<file path="src/rtl/game_frame_scheduler_pkg.sv">
// game_frame_scheduler_pkg: shared widths, game-state and scheduler encodings, screen defaults, renderer colours
package game_frame_scheduler_pkg;
  typedef logic [7:0] ubyte;
  typedef enum logic [1:0] {
    GAME_MENU    = 2'd0,
    GAME_RUNNING = 2'd1,
    GAME_PAUSE   = 2'd2,
    GAME_OVER    = 2'd3
  } game_state_e;
  typedef enum logic [1:0] {
    SCH_IDLE  = 2'd0,
    SCH_SCAN  = 2'd1,
    SCH_FLUSH = 2'd2,
    SCH_TICK  = 2'd3
  } sched_e;
  localparam int SCREEN_W_DEF = 160;
  localparam int SCREEN_H_DEF = 120;
  localparam logic [2:0] COL_BLACK = 3'b000;
  localparam logic [2:0] COL_BLUE  = 3'b001;
  localparam logic [2:0] COL_GREEN = 3'b010;
  localparam logic [2:0] COL_CYAN  = 3'b011;
  localparam logic [2:0] COL_RED   = 3'b100;
  localparam logic [2:0] COL_WHITE = 3'b111;
endpackage

</file>
<file path="src/rtl/game_frame_scheduler_game_state_fsm.sv">
// game_state_fsm: sticky event flags and the game-state transition table, applied once per frame on tick
module game_state_fsm
  import game_frame_scheduler_pkg::*;
(
  input  logic        clk,
  input  logic        rst,
  input  logic        tick,
  input  logic        start_key,
  input  logic        pause_key,
  input  logic        collision,
  output game_state_e game_state
);
  logic start_q, start_d, pause_q, pause_d, coll_q, coll_d;
  game_state_e state_q, state_d;
  // flags collect events all frame; tick consumes them and drops anything arriving in the same cycle
  always_comb begin
    start_d = tick ? 1'b0 : start_q | start_key;
    pause_d = tick ? 1'b0 : pause_q | pause_key;
    coll_d  = tick ? 1'b0 : coll_q | collision;
    state_d = state_q;
    if (tick)
      case (state_q)
        GAME_MENU:    state_d = start_q ? GAME_RUNNING : GAME_MENU;
        GAME_RUNNING: state_d = coll_q ? GAME_OVER : pause_q ? GAME_PAUSE : GAME_RUNNING;
        GAME_PAUSE:   state_d = pause_q ? GAME_RUNNING : GAME_PAUSE;
        default:      state_d = start_q ? GAME_MENU : GAME_OVER;
      endcase
  end
  // game-state and flag registers
  always_ff @(posedge clk or posedge rst)
    if (rst) begin
      start_q <= 1'b0;
      pause_q <= 1'b0;
      coll_q  <= 1'b0;
      state_q <= GAME_MENU;
    end else begin
      start_q <= start_d;
      pause_q <= pause_d;
      coll_q  <= coll_d;
      state_q <= state_d;
    end
  assign game_state = state_q;
endmodule

</file>
<file path="src/rtl/game_frame_scheduler.sv">
// game_frame_scheduler: per-frame pixel scan, plot pipeline and frame tick; DINO_FRAME_RATE_LIMIT_EN gates frame starts on a fixed period
module game_frame_scheduler
  import game_frame_scheduler_pkg::*;
#(
  parameter int SCREEN_W     = SCREEN_W_DEF,
  parameter int SCREEN_H     = SCREEN_H_DEF,
  parameter int FRAME_PERIOD = 833333
) (
  input  logic       clk,
  input  logic       reset,
  input  logic       startKey,
  input  logic       pauseKey,
  input  logic       collision,
  input  logic [2:0] colMenu,
  input  logic [2:0] colRun,
  input  logic [2:0] colPause,
  input  logic [2:0] colOver,
  output logic [7:0] x,
  output logic [7:0] y,
  output logic       frameClk,
  output logic [1:0] gameState,
  output logic [7:0] vgaX,
  output logic [7:0] vgaY,
  output logic [2:0] vgaColor,
  output logic       vgaPlot
);
  sched_e st_q, st_d;
  ubyte x_q, x_d, y_q, y_d, vx_q, vx_d, vy_q, vy_d;
  logic plot_q, plot_d, go, last_x, last_y;
  game_state_e gs;
`ifdef DINO_FRAME_RATE_LIMIT_EN
  localparam int PW = $clog2(FRAME_PERIOD + 1);
  logic [PW-1:0] per_q, per_d;
  assign go = per_q == PW'(FRAME_PERIOD - 1);
  // free-running period counter; its wrap cycle is the only moment a frame may start
  always_comb per_d = go ? '0 : per_q + 1'b1;
  // period counter register
  always_ff @(posedge clk or posedge reset)
    if (reset) per_q <= '0;
    else per_q <= per_d;
`else
  assign go = FRAME_PERIOD >= 0;
`endif
  assign last_x = x_q == ubyte'(SCREEN_W - 1);
  assign last_y = y_q == ubyte'(SCREEN_H - 1);
  // scan sequencing: idle, raster scan with x fastest, flush of the last pixel, then the tick
  always_comb begin
    st_d   = st_q;
    x_d    = x_q;
    y_d    = y_q;
    vx_d   = x_q;
    vy_d   = y_q;
    plot_d = st_q == SCH_SCAN;
    case (st_q)
      SCH_IDLE:  st_d = go ? SCH_SCAN : SCH_IDLE;
      SCH_SCAN: begin
        x_d  = last_x ? 8'd0 : x_q + 8'd1;
        y_d  = !last_x ? y_q : last_y ? 8'd0 : y_q + 8'd1;
        st_d = last_x && last_y ? SCH_FLUSH : SCH_SCAN;
      end
      SCH_FLUSH: st_d = SCH_TICK;
      default:   st_d = SCH_IDLE;
    endcase
  end
  // scan state, counters and the one-cycle coordinate-to-plot delay
  always_ff @(posedge clk or posedge reset)
    if (reset) begin
      st_q   <= SCH_IDLE;
      x_q    <= '0;
      y_q    <= '0;
      vx_q   <= '0;
      vy_q   <= '0;
      plot_q <= 1'b0;
    end else begin
      st_q   <= st_d;
      x_q    <= x_d;
      y_q    <= y_d;
      vx_q   <= vx_d;
      vy_q   <= vy_d;
      plot_q <= plot_d;
    end
  game_state_fsm u_game_state_fsm (
    .clk       (clk),
    .rst       (reset),
    .tick      (frameClk),
    .start_key (startKey),
    .pause_key (pauseKey),
    .collision (collision),
    .game_state(gs)
  );
  assign x         = x_q;
  assign y         = y_q;
  assign vgaX      = vx_q;
  assign vgaY      = vy_q;
  assign vgaPlot   = plot_q;
  assign frameClk  = st_q == SCH_TICK;
  assign gameState = gs;
  assign vgaColor  = !plot_q ? 3'd0 :
                     gs == GAME_MENU ? colMenu :
                     gs == GAME_RUNNING ? colRun :
                     gs == GAME_PAUSE ? colPause : colOver;
endmodule

</file>
<file path="config.mk">
export PLATFORM = sky130hd
export DESIGN_NAME = game_frame_scheduler
export DESIGN_NICKNAME = d
export VERILOG_FILES = /design/src/rtl/game_frame_scheduler_pkg.sv /design/src/rtl/game_frame_scheduler_game_state_fsm.sv /design/src/rtl/game_frame_scheduler.sv
export SDC_FILE = /design/constraint.sdc
export NUM_CORES = 1
export LEC_CHECK = 0
export CAP_MARGIN = 15
export CORE_ASPECT_RATIO = 0.9
export CORE_MARGIN = 4
export CORE_UTILIZATION = 50
export DETAILED_ROUTE_END_ITERATION = 7
export DONT_BUFFER_PORTS = 1
export MAX_ROUTING_LAYER = met4
export PLACE_DENSITY = 0.69
export SYNTH_ARGS = -nofsm -noshare
export SYNTH_HDL_FRONTEND = slang
export SYNTH_HIERARCHICAL = 1
export SYNTH_SLANG_ARGS = --single-unit
</file>
<file path="constraint.sdc">
create_clock -name clk -period 4.32 [get_ports clk]
set_clock_uncertainty 0.2 [all_clocks]
set_input_delay 0.648 -clock clk [delete_from_list [all_inputs] [get_ports clk]]
set_output_delay 0.648 -clock clk [all_outputs]
set_load 0.01 [all_outputs]
</file>
## Word level (Yosys, flattened, before mapping)

Cells that the tools add are included.

| storage, ports and cells | value |
|---|---|
| register bits after elaboration | 40 |
| bits in latches | 0 |
| RAM bits | 0 |
| memory bits (read-only) | 0 |
| input port bits | 17 |
| output and inout bits | 39 |
| memories | 0 |

| operators by class | value |
|---|---|
| $add $sub $neg | 2 |
| multiply operators | 0 |
| div/mod/pow operators | 0 |
| $lt $le $gt $ge | 0 |
| eq/ne operators | 7 |
| shifts and indexed selects | 0 |
| mux-type cells | 17 |
| bitwise gates (word level) | 3 |
| reduce and logical (&&, ||, !) cells | 4 |

Operator list:

| operator | number |
|---|---|
| 8-bit by 1-bit adder with 8-bit output (second input constant) | 2 |
| 8-bit 2-to-1 mux | 2 |
| 3-bit 2-to-1 mux | 4 |
| 2-bit one-hot mux with 3 select lines | 2 |
| 2-bit 2-to-1 mux | 5 |
| 8-bit by 7-bit == test with 1-bit output (second input constant) | 1 |
| 8-bit == test (second input constant) | 1 |
| 2-bit == test (second input constant) | 3 |
| 2-bit by 1-bit == test with 1-bit output (second input constant) | 2 |
| 2-bit logical NOT | 2 |
| 1-bit 2-to-1 mux | 4 |
| 1-bit bitwise OR | 3 |
| 2-bit AND reduction | 1 |
| 1-bit logical AND | 1 |

## Longest topological paths before layout

Gate-level depths: netlist of the first run.

| depth | value |
|---|---|
| word-level depth | 5 |
| depth in mapped cells | 6 |
| depth with buffers taken out | 5 |

## Modules after synthesis

Netlist of the first run, hierarchy kept.

By module, submodules not included:

| module | times used | cells each | area each (µm²) |
|---|---|---|---|
| game_frame_scheduler | 1 | 112 | 1,390.1 |
| game_state_fsm | 1 | 23 | 220.2 |

## Least setup slack after synthesis of the first run

Ideal clock, no wire load.

| timing path | value |
|---|---|
| path type | input-to-output |
| from | input colOver[0] |
| to | output vgaColor[0] |
| arrival | 1,271 ps |
| data required time | 3,472 ps |
| path slack | 2,201 ps |
| stages | 2 |
| buffers on the path | 0 |
| path through | mux4_2 -> and2_1 |

| between the ends | value |
|---|---|
| longest elaborated chain between the ends | 4 |

RTL lines:

| what | RTL line | text |
|---|---|---|
| from (decl) | game_frame_scheduler.sv:17 | `input logic [2:0] colOver,` |
| 3-bit 2-to-1 mux | game_frame_scheduler.sv:101 | `gs == GAME_PAUSE ? colPause : colOver;` |
| 3-bit 2-to-1 mux | game_frame_scheduler.sv:100 | `gs == GAME_RUNNING ? colRun :` |
| 3-bit 2-to-1 mux | game_frame_scheduler.sv:99 | `gs == GAME_MENU ? colMenu :` |
| 3-bit 2-to-1 mux | game_frame_scheduler.sv:98 | `assign vgaColor = !plot_q ? 3'd0 :` |
| to (decl) | game_frame_scheduler.sv:24 | `output logic [2:0] vgaColor,` |

Every way passes these cells.

## Final worst setup path of the first run

| timing path | value |
|---|---|
| from | register u_game_state_fsm.state_q[0], in the netlist u_game_state_fsm/game_state[0] |
| to | output vgaColor[1] |

| between the ends | value |
|---|---|
| longest elaborated chain between the ends | 5 |
| elaborated cells between the ends (all ways) | 7 |
| classes of those cells | 2 x eq/ne; 4 x mux; 1 x reduce/logical |

RTL lines:

| what | RTL line | text |
|---|---|---|
| from (decl) | game_frame_scheduler_game_state_fsm.sv:14 | `game_state_e state_q, state_d;` |
| from (signal assigned) | game_frame_scheduler_game_state_fsm.sv:40 | `state_q <= state_d;` |
| 2-bit == test | game_frame_scheduler.sv:101 |  |
| 3-bit 2-to-1 mux | game_frame_scheduler.sv:101 |  |
| 3-bit 2-to-1 mux | game_frame_scheduler.sv:100 |  |
| 3-bit 2-to-1 mux * | game_frame_scheduler.sv:99 |  |
| 3-bit 2-to-1 mux * | game_frame_scheduler.sv:98 |  |

Every way passes the cells marked *; elsewhere a longest branch is shown, timed or not.

==> results.toml, run 1 <==
[status]
status = "finished, final reports clean"

[detailed_routing]
drt-total-wl_um = 3030
via_count = 1045
ant_nets = 0
wl_per_cell_um = 16.4
post-route-drc-count = 0
via_per_inst = 5.65
drt_iter0_drc = 39
drt-pass1-iter-count = 4

[logic_synthesis]
synthAdderAreaFrac_pct = 1.55
synth_top_family_by_area = "simple AND/OR/NAND/NOR gates"
muxShareOfSynthArea_pct = 4.20
synth_simple_gate_area_share_pct = 16.6
yosysUniqueCellTypes = 35
netlist_instances = 135
synth.avg_cell_area_sq_um = 11.9
yosysSeqAreaShare_pct = 62.2
synth_edf_count = 0
synth_compound_area_share_pct = 9.25
synthArstFlopShare_pct = 100
synth_ff_type = "dfrtp_1"
ys_seq_elements = 40
ys_warn_count = 6
syn_nets = 154
synthXorXnorAreaFrac_pct = 4.35
syn-cell-area_sq_mm = 0.00161

[sta]
hold_viol_final = 0
post-route-period-util_pct = 58.6
maxSlewHeadroom_pct = 52.4
final_max_slew_viol_count = 0
period_needed_ps = 2530
setup_tns_ps = 0
grt_setup_unrepaired = "false"
finalSetupViolCount = 0
hold_ws_ps = 76.3
worstMarginPinSlew_ps = 709
clock.fmax_mhz = 395

[place]
dp_hpwl_um = 2170
place_congestion = 0.858
dp.cells = 177
port_buffers = 0

[die]
core_sq_mm = 0.00307
ios = 56
initial_utilization_pct = 52.5
dieArea_sq_mm = 0.00419
fp.dieH_um = 61.8
die_w_um = 67.8
rows = 19

[finish]
antennaDiodeCount = 0
finalNetCount = 162
syn2layout_area_growth_pct = 8.08
seqCellArea_sq_mm = 0.00100
fillCellCount = 253
final_cell_mix = "dfrtp_1, nor2_1, nand2_1"
multi_input_area_sq_um = 578
layout_commonest_cell = "dfrtp_1"
drive_above_1_share_pct = 10.5
finalNonFillerCells = 185

[hold_path]
hold_path_class = "in2async"

[pwr]
vdd_drop_max_uv = 187
power.density_mw_per_mm2 = 336
p_leak_nw = 0.739

[worst_setup_path]
cp-start-kind = "flop"
crit_fanout = 8
cp.required_ps = 3470
crit_type = "reg2out"
cp_data_arrival_time_ps = 1680
end_kind = "output pin"

[global_route]
grtUsageTotal_pct = 15.8
overflow = 0
grt_first_pass_wirelength_um = 4550
grt_max_degree = 36
grt_pass1_vias = 1014
antenna_found_initial = 0

[clock_network]
clkSinkCount = 40
cts_buffer_depth = 2
clockRootBuffer = "clkbuf_4"
htreeDepth = 2
cts_tree = "done"
clk_latency_ps = 340
clk_pin_slew_ps = 100
numCtsBuffers = 5
cts_setup_buffers = 0

[run]
max-cap-violations = 0
[report_power, final]
| part | switching (W) | internal (W) |
|---|---|---|
| combinational | 0.00000841 | 0.00000396 |
| sequential | 0.0000000000000000000599 | 0.000374 |
| clock | 0.000107 | 0.0000922 |
| total | 0.000115 | 0.000470 |
[per-layer routing]
layer | global-route usage [%] | vias up | share of wire [%]
li1 | - | 491 | -
met2 | 23.9 | 42 | 45
met4 | 7.65 | 0 | 1.6
met3 | 7.55 | 7 | 10
met5 | - | - | 0
met1 | 17.8 | 505 | 43
[cell families after synthesis]
logic type               Yosys count
AND/OR/NAND/NOR                   51
flip-flops                        40
AO/OA/AOI/OAI                     23
XOR/XNOR                           8
buffers and inverters              8
multiplexers                       3
adder cells (fa/ha/maj)            2
[cell usage after synthesis, types with 2 or more instances]
cell     number  area [sq um]
a21oi_1       3          15.0
and2_1        4          25.0
dfrtp_1      40          1000
ha_1          2          25.0
inv_1         5          18.8
mux4_2        3          67.6
nand2_1      12          45.0
nand3_1       7          35.0
nand4_1       2          12.5
nor2_1       15          56.3
nor3_1        2          10.0
o21ai_0       9          45.0
o22ai_1       2          12.5
or3_1         2          12.5
xnor2_1       6          52.6
xor2_1        2          17.5
[critical path, cell delays in order (launching register included)]
cell and delay, ps:
dfrtp_1 590, mux4_2 550, and2_1 200
[path summary, 6_finish.rpt]
kind	slack [ps]	start	depth (start not counted)	endpoint
min in group clk	230	startKey	2	u_game_state_fsm/start_q
worst min-delay path	80	reset	2	vgaY[6]
max in group asynchronous	3310	reset	2	u_game_state_fsm/start_q
worst max register to register	2100	x[0]	5	y[3]
worst min register to register	330	y[1]	0	vgaY[1]
worst max-delay path	1790	u_game_state_fsm/game_state[0]	2	vgaColor[1]
[repair_timing]
item                                   CTS  global route
hold buffers                             1             0
resized for setup                        0             0
endpoints found under the hold margin    5             0
[stage by stage]
step	power (W)	cell area [sq um]	worst slack, ps	utilization, %
global placement	0.000394	1670	2180	54.3
floorplan	0.000391	1610	2200	-
detailed placement	0.000394	1670	2110	54.3
global route	0.000612	1740	1680	56.8
CTS	0.000594	1740	1760	56.8
finish	0.000586	1740	1790	56.8
[sequential cells by signal, indices dropped and copies added, names as in the netlist]
register,cells
vgaPlot,1
u_game_state_fsm/game_state,2
st_q,2
x,8
vgaX,8
y,8
vgaY,8
u_game_state_fsm/start_q,1
u_game_state_fsm/pause_q,1
u_game_state_fsm/coll_q,1
[layout make-up]
class / instances / share of cell area (%)
Clock buffer: 7 / 3.74
Inverter: 7 / 1.51
Multi-Input combinational cell: 87 / 33.2
Sequential cell: 40 / 57.5
Tap cell: 42 / 3.02
Timing Repair Buffer: 2 / 1.01
Note: power is estimated with default switching activity, not from simulation.
==> run 2: changes to the inputs <==
PLACE_DENSITY = 0.72   (was 0.69)
clock period = 2.1 ns   (was 4.32 ns; I/O delays follow)
==> run 2 against run 1 <==
Net effect: sequential share of layout area shrank 3.6 points; final area increased by 6.8%; global-route usage grew 0.90 points; non-clock buffer count grew 12; critical path depth stayed put; utilization rose by 3.8 points; wire length grew 4.0%; worst hold slack improved by 60 ps; setup slack lost 1800 ps; clock-buffer cell count decreased by 1; clock power up 140%; critical endpoint is now vgaColor[0]; highest routed layer unchanged.
==> results.toml, run 2 (synthesized netlist as in run 1, its figures left out) <==
[clock_network]
clk_pin_slew_ps = 110
htreeDepth = 2
cts_buffer_depth = 2
cts_setup_buffers = 0
numCtsBuffers = 5
clkSinkCount = 40
clockRootBuffer = "clkbuf_4"
cts_tree = "done"
clk_latency_ps = 340

[hold_path]
hold_path_class = "in2async"

[die]
core_sq_mm = 0.00307
die_w_um = 67.8
initial_utilization_pct = 52.5
fp.dieH_um = 61.8
dieArea_sq_mm = 0.00419
rows = 19
ios = 56

[finish]
antennaDiodeCount = 0
utilization_pct = 60.6
layout_commonest_cell = "dfrtp_1"
final_cell_mix = "dfrtp_1, nor2_1, nand2_1"
finalNonFillerCells = 198
finalNetCount = 174
fillCellCount = 250
syn2layout_area_growth_pct = 15.4
fin_area_sq_mm = 0.00186
drive_above_1_share_pct = 17.9

[sta]
clock.fmax_mhz = 484
hold_viol_final = 0
finalSetupViolCount = 0
post-route-period-util_pct = 98.5
worstMarginPinSlew_ps = 508
maxSlewHeadroom_pct = 65.9
grt_setup_unrepaired = "true"
period_needed_ps = 2070
final_max_slew_viol_count = 0

[global_route]
grt_max_degree = 36
grtUsageTotal_pct = 16.7
grt_pass1_vias = 1067
overflow = 0
antenna_found_initial = 0
grt_first_pass_wirelength_um = 4840

[worst_setup_path]
end_kind = "output pin"
startpoint = "u_game_state_fsm/game_state[0]"
reg2reg_from = "x[1]"
cp-start-kind = "flop"
regToRegSetupSlack_ps = 160
cp_data_arrival_time_ps = 1550
crit_type = "reg2out"
cp.required_ps = 1580
crit_fanout = 8

[detailed_routing]
drt-pass1-iter-count = 4
post-route-drc-count = 0
via_count = 1110
wl_per_cell_um = 15.9
ant_nets = 0
drt-total-wl_um = 3160
via_per_inst = 5.61
drt_iter0_drc = 40

[pwr]
power.density_mw_per_mm2 = 689
p_total_w = 0.00128
p_leak_nw = 0.808
vdd_drop_max_uv = 506

[place]
place_congestion = 0.769
placed_area_sq_mm = 0.00173
port_buffers = 0
dp_hpwl_um = 2310
dp.cells = 186

[status]
status = "finished, final reports clean"

[run]
max-cap-violations = 0
run 2: metal layers:
layer,global-route usage (%),up-vias,wire length (um)
li1,-,514,-
met1,19.3,531,1270
met2,25.0,58,1470
met3,8.27,7,368
met4,7.08,0,48
met5,-,-,0
run 2: area by class of cell:
cell class                      count  area [sq um]  share of cell area (%)
Multi-Input combinational cell     87           586                    31.5
Timing Repair Buffer               14           115                    6.20
Clock buffer                        6          41.3                    2.22
Clock inverter                      2          35.0                    1.89
Tap cell                           42          52.6                    2.83
Sequential cell                    40          1000                    53.9
Inverter                            7          26.3                    1.41
run 2: report_power, final:
group	leakage (nW)	switching, W	internal, W
logic	0.268	0.0000186	0.0000142
clock network	0.0422	0.000228	0.000250
registers	0.498	0.000000000000000000137	0.000770
total	0.808	0.000246	0.00103
run 2: worst max-delay path: stages, from the launching register on:
cell     delay, ps
dfrtp_2        500
mux4_2         530
and2_4         180
run 2: final timing paths:
kind,to,cells after the start
worst max-delay path,vgaColor[0],2
worst min-delay path,u_game_state_fsm/game_state[1],2
worst max register to register,y[4],5
worst min register to register,vgaY[1],0
max in group asynchronous,y[4],3
min in group clk,vgaY[1],0
run 2: what timing repair did:
action | in CTS | in global routing
hold buffers | 4 | 0
endpoints found under the hold margin | 43 | 0
endpoints found under the setup margin | 3 | 3
gates resized for setup | 2 | 2
run 2: metrics by stage:
stage          worst slack [ps]  TNS (ps)  hold WS, ps
6_report                   32.2         0          137
5_1_grt                   -62.3      -177          115
4_1_cts                    1.65         0          128
3_5_place_dp                208         0        -83.5
3_3_place_gp                263         0        -95.6
2_1_floorplan               158         0         -106
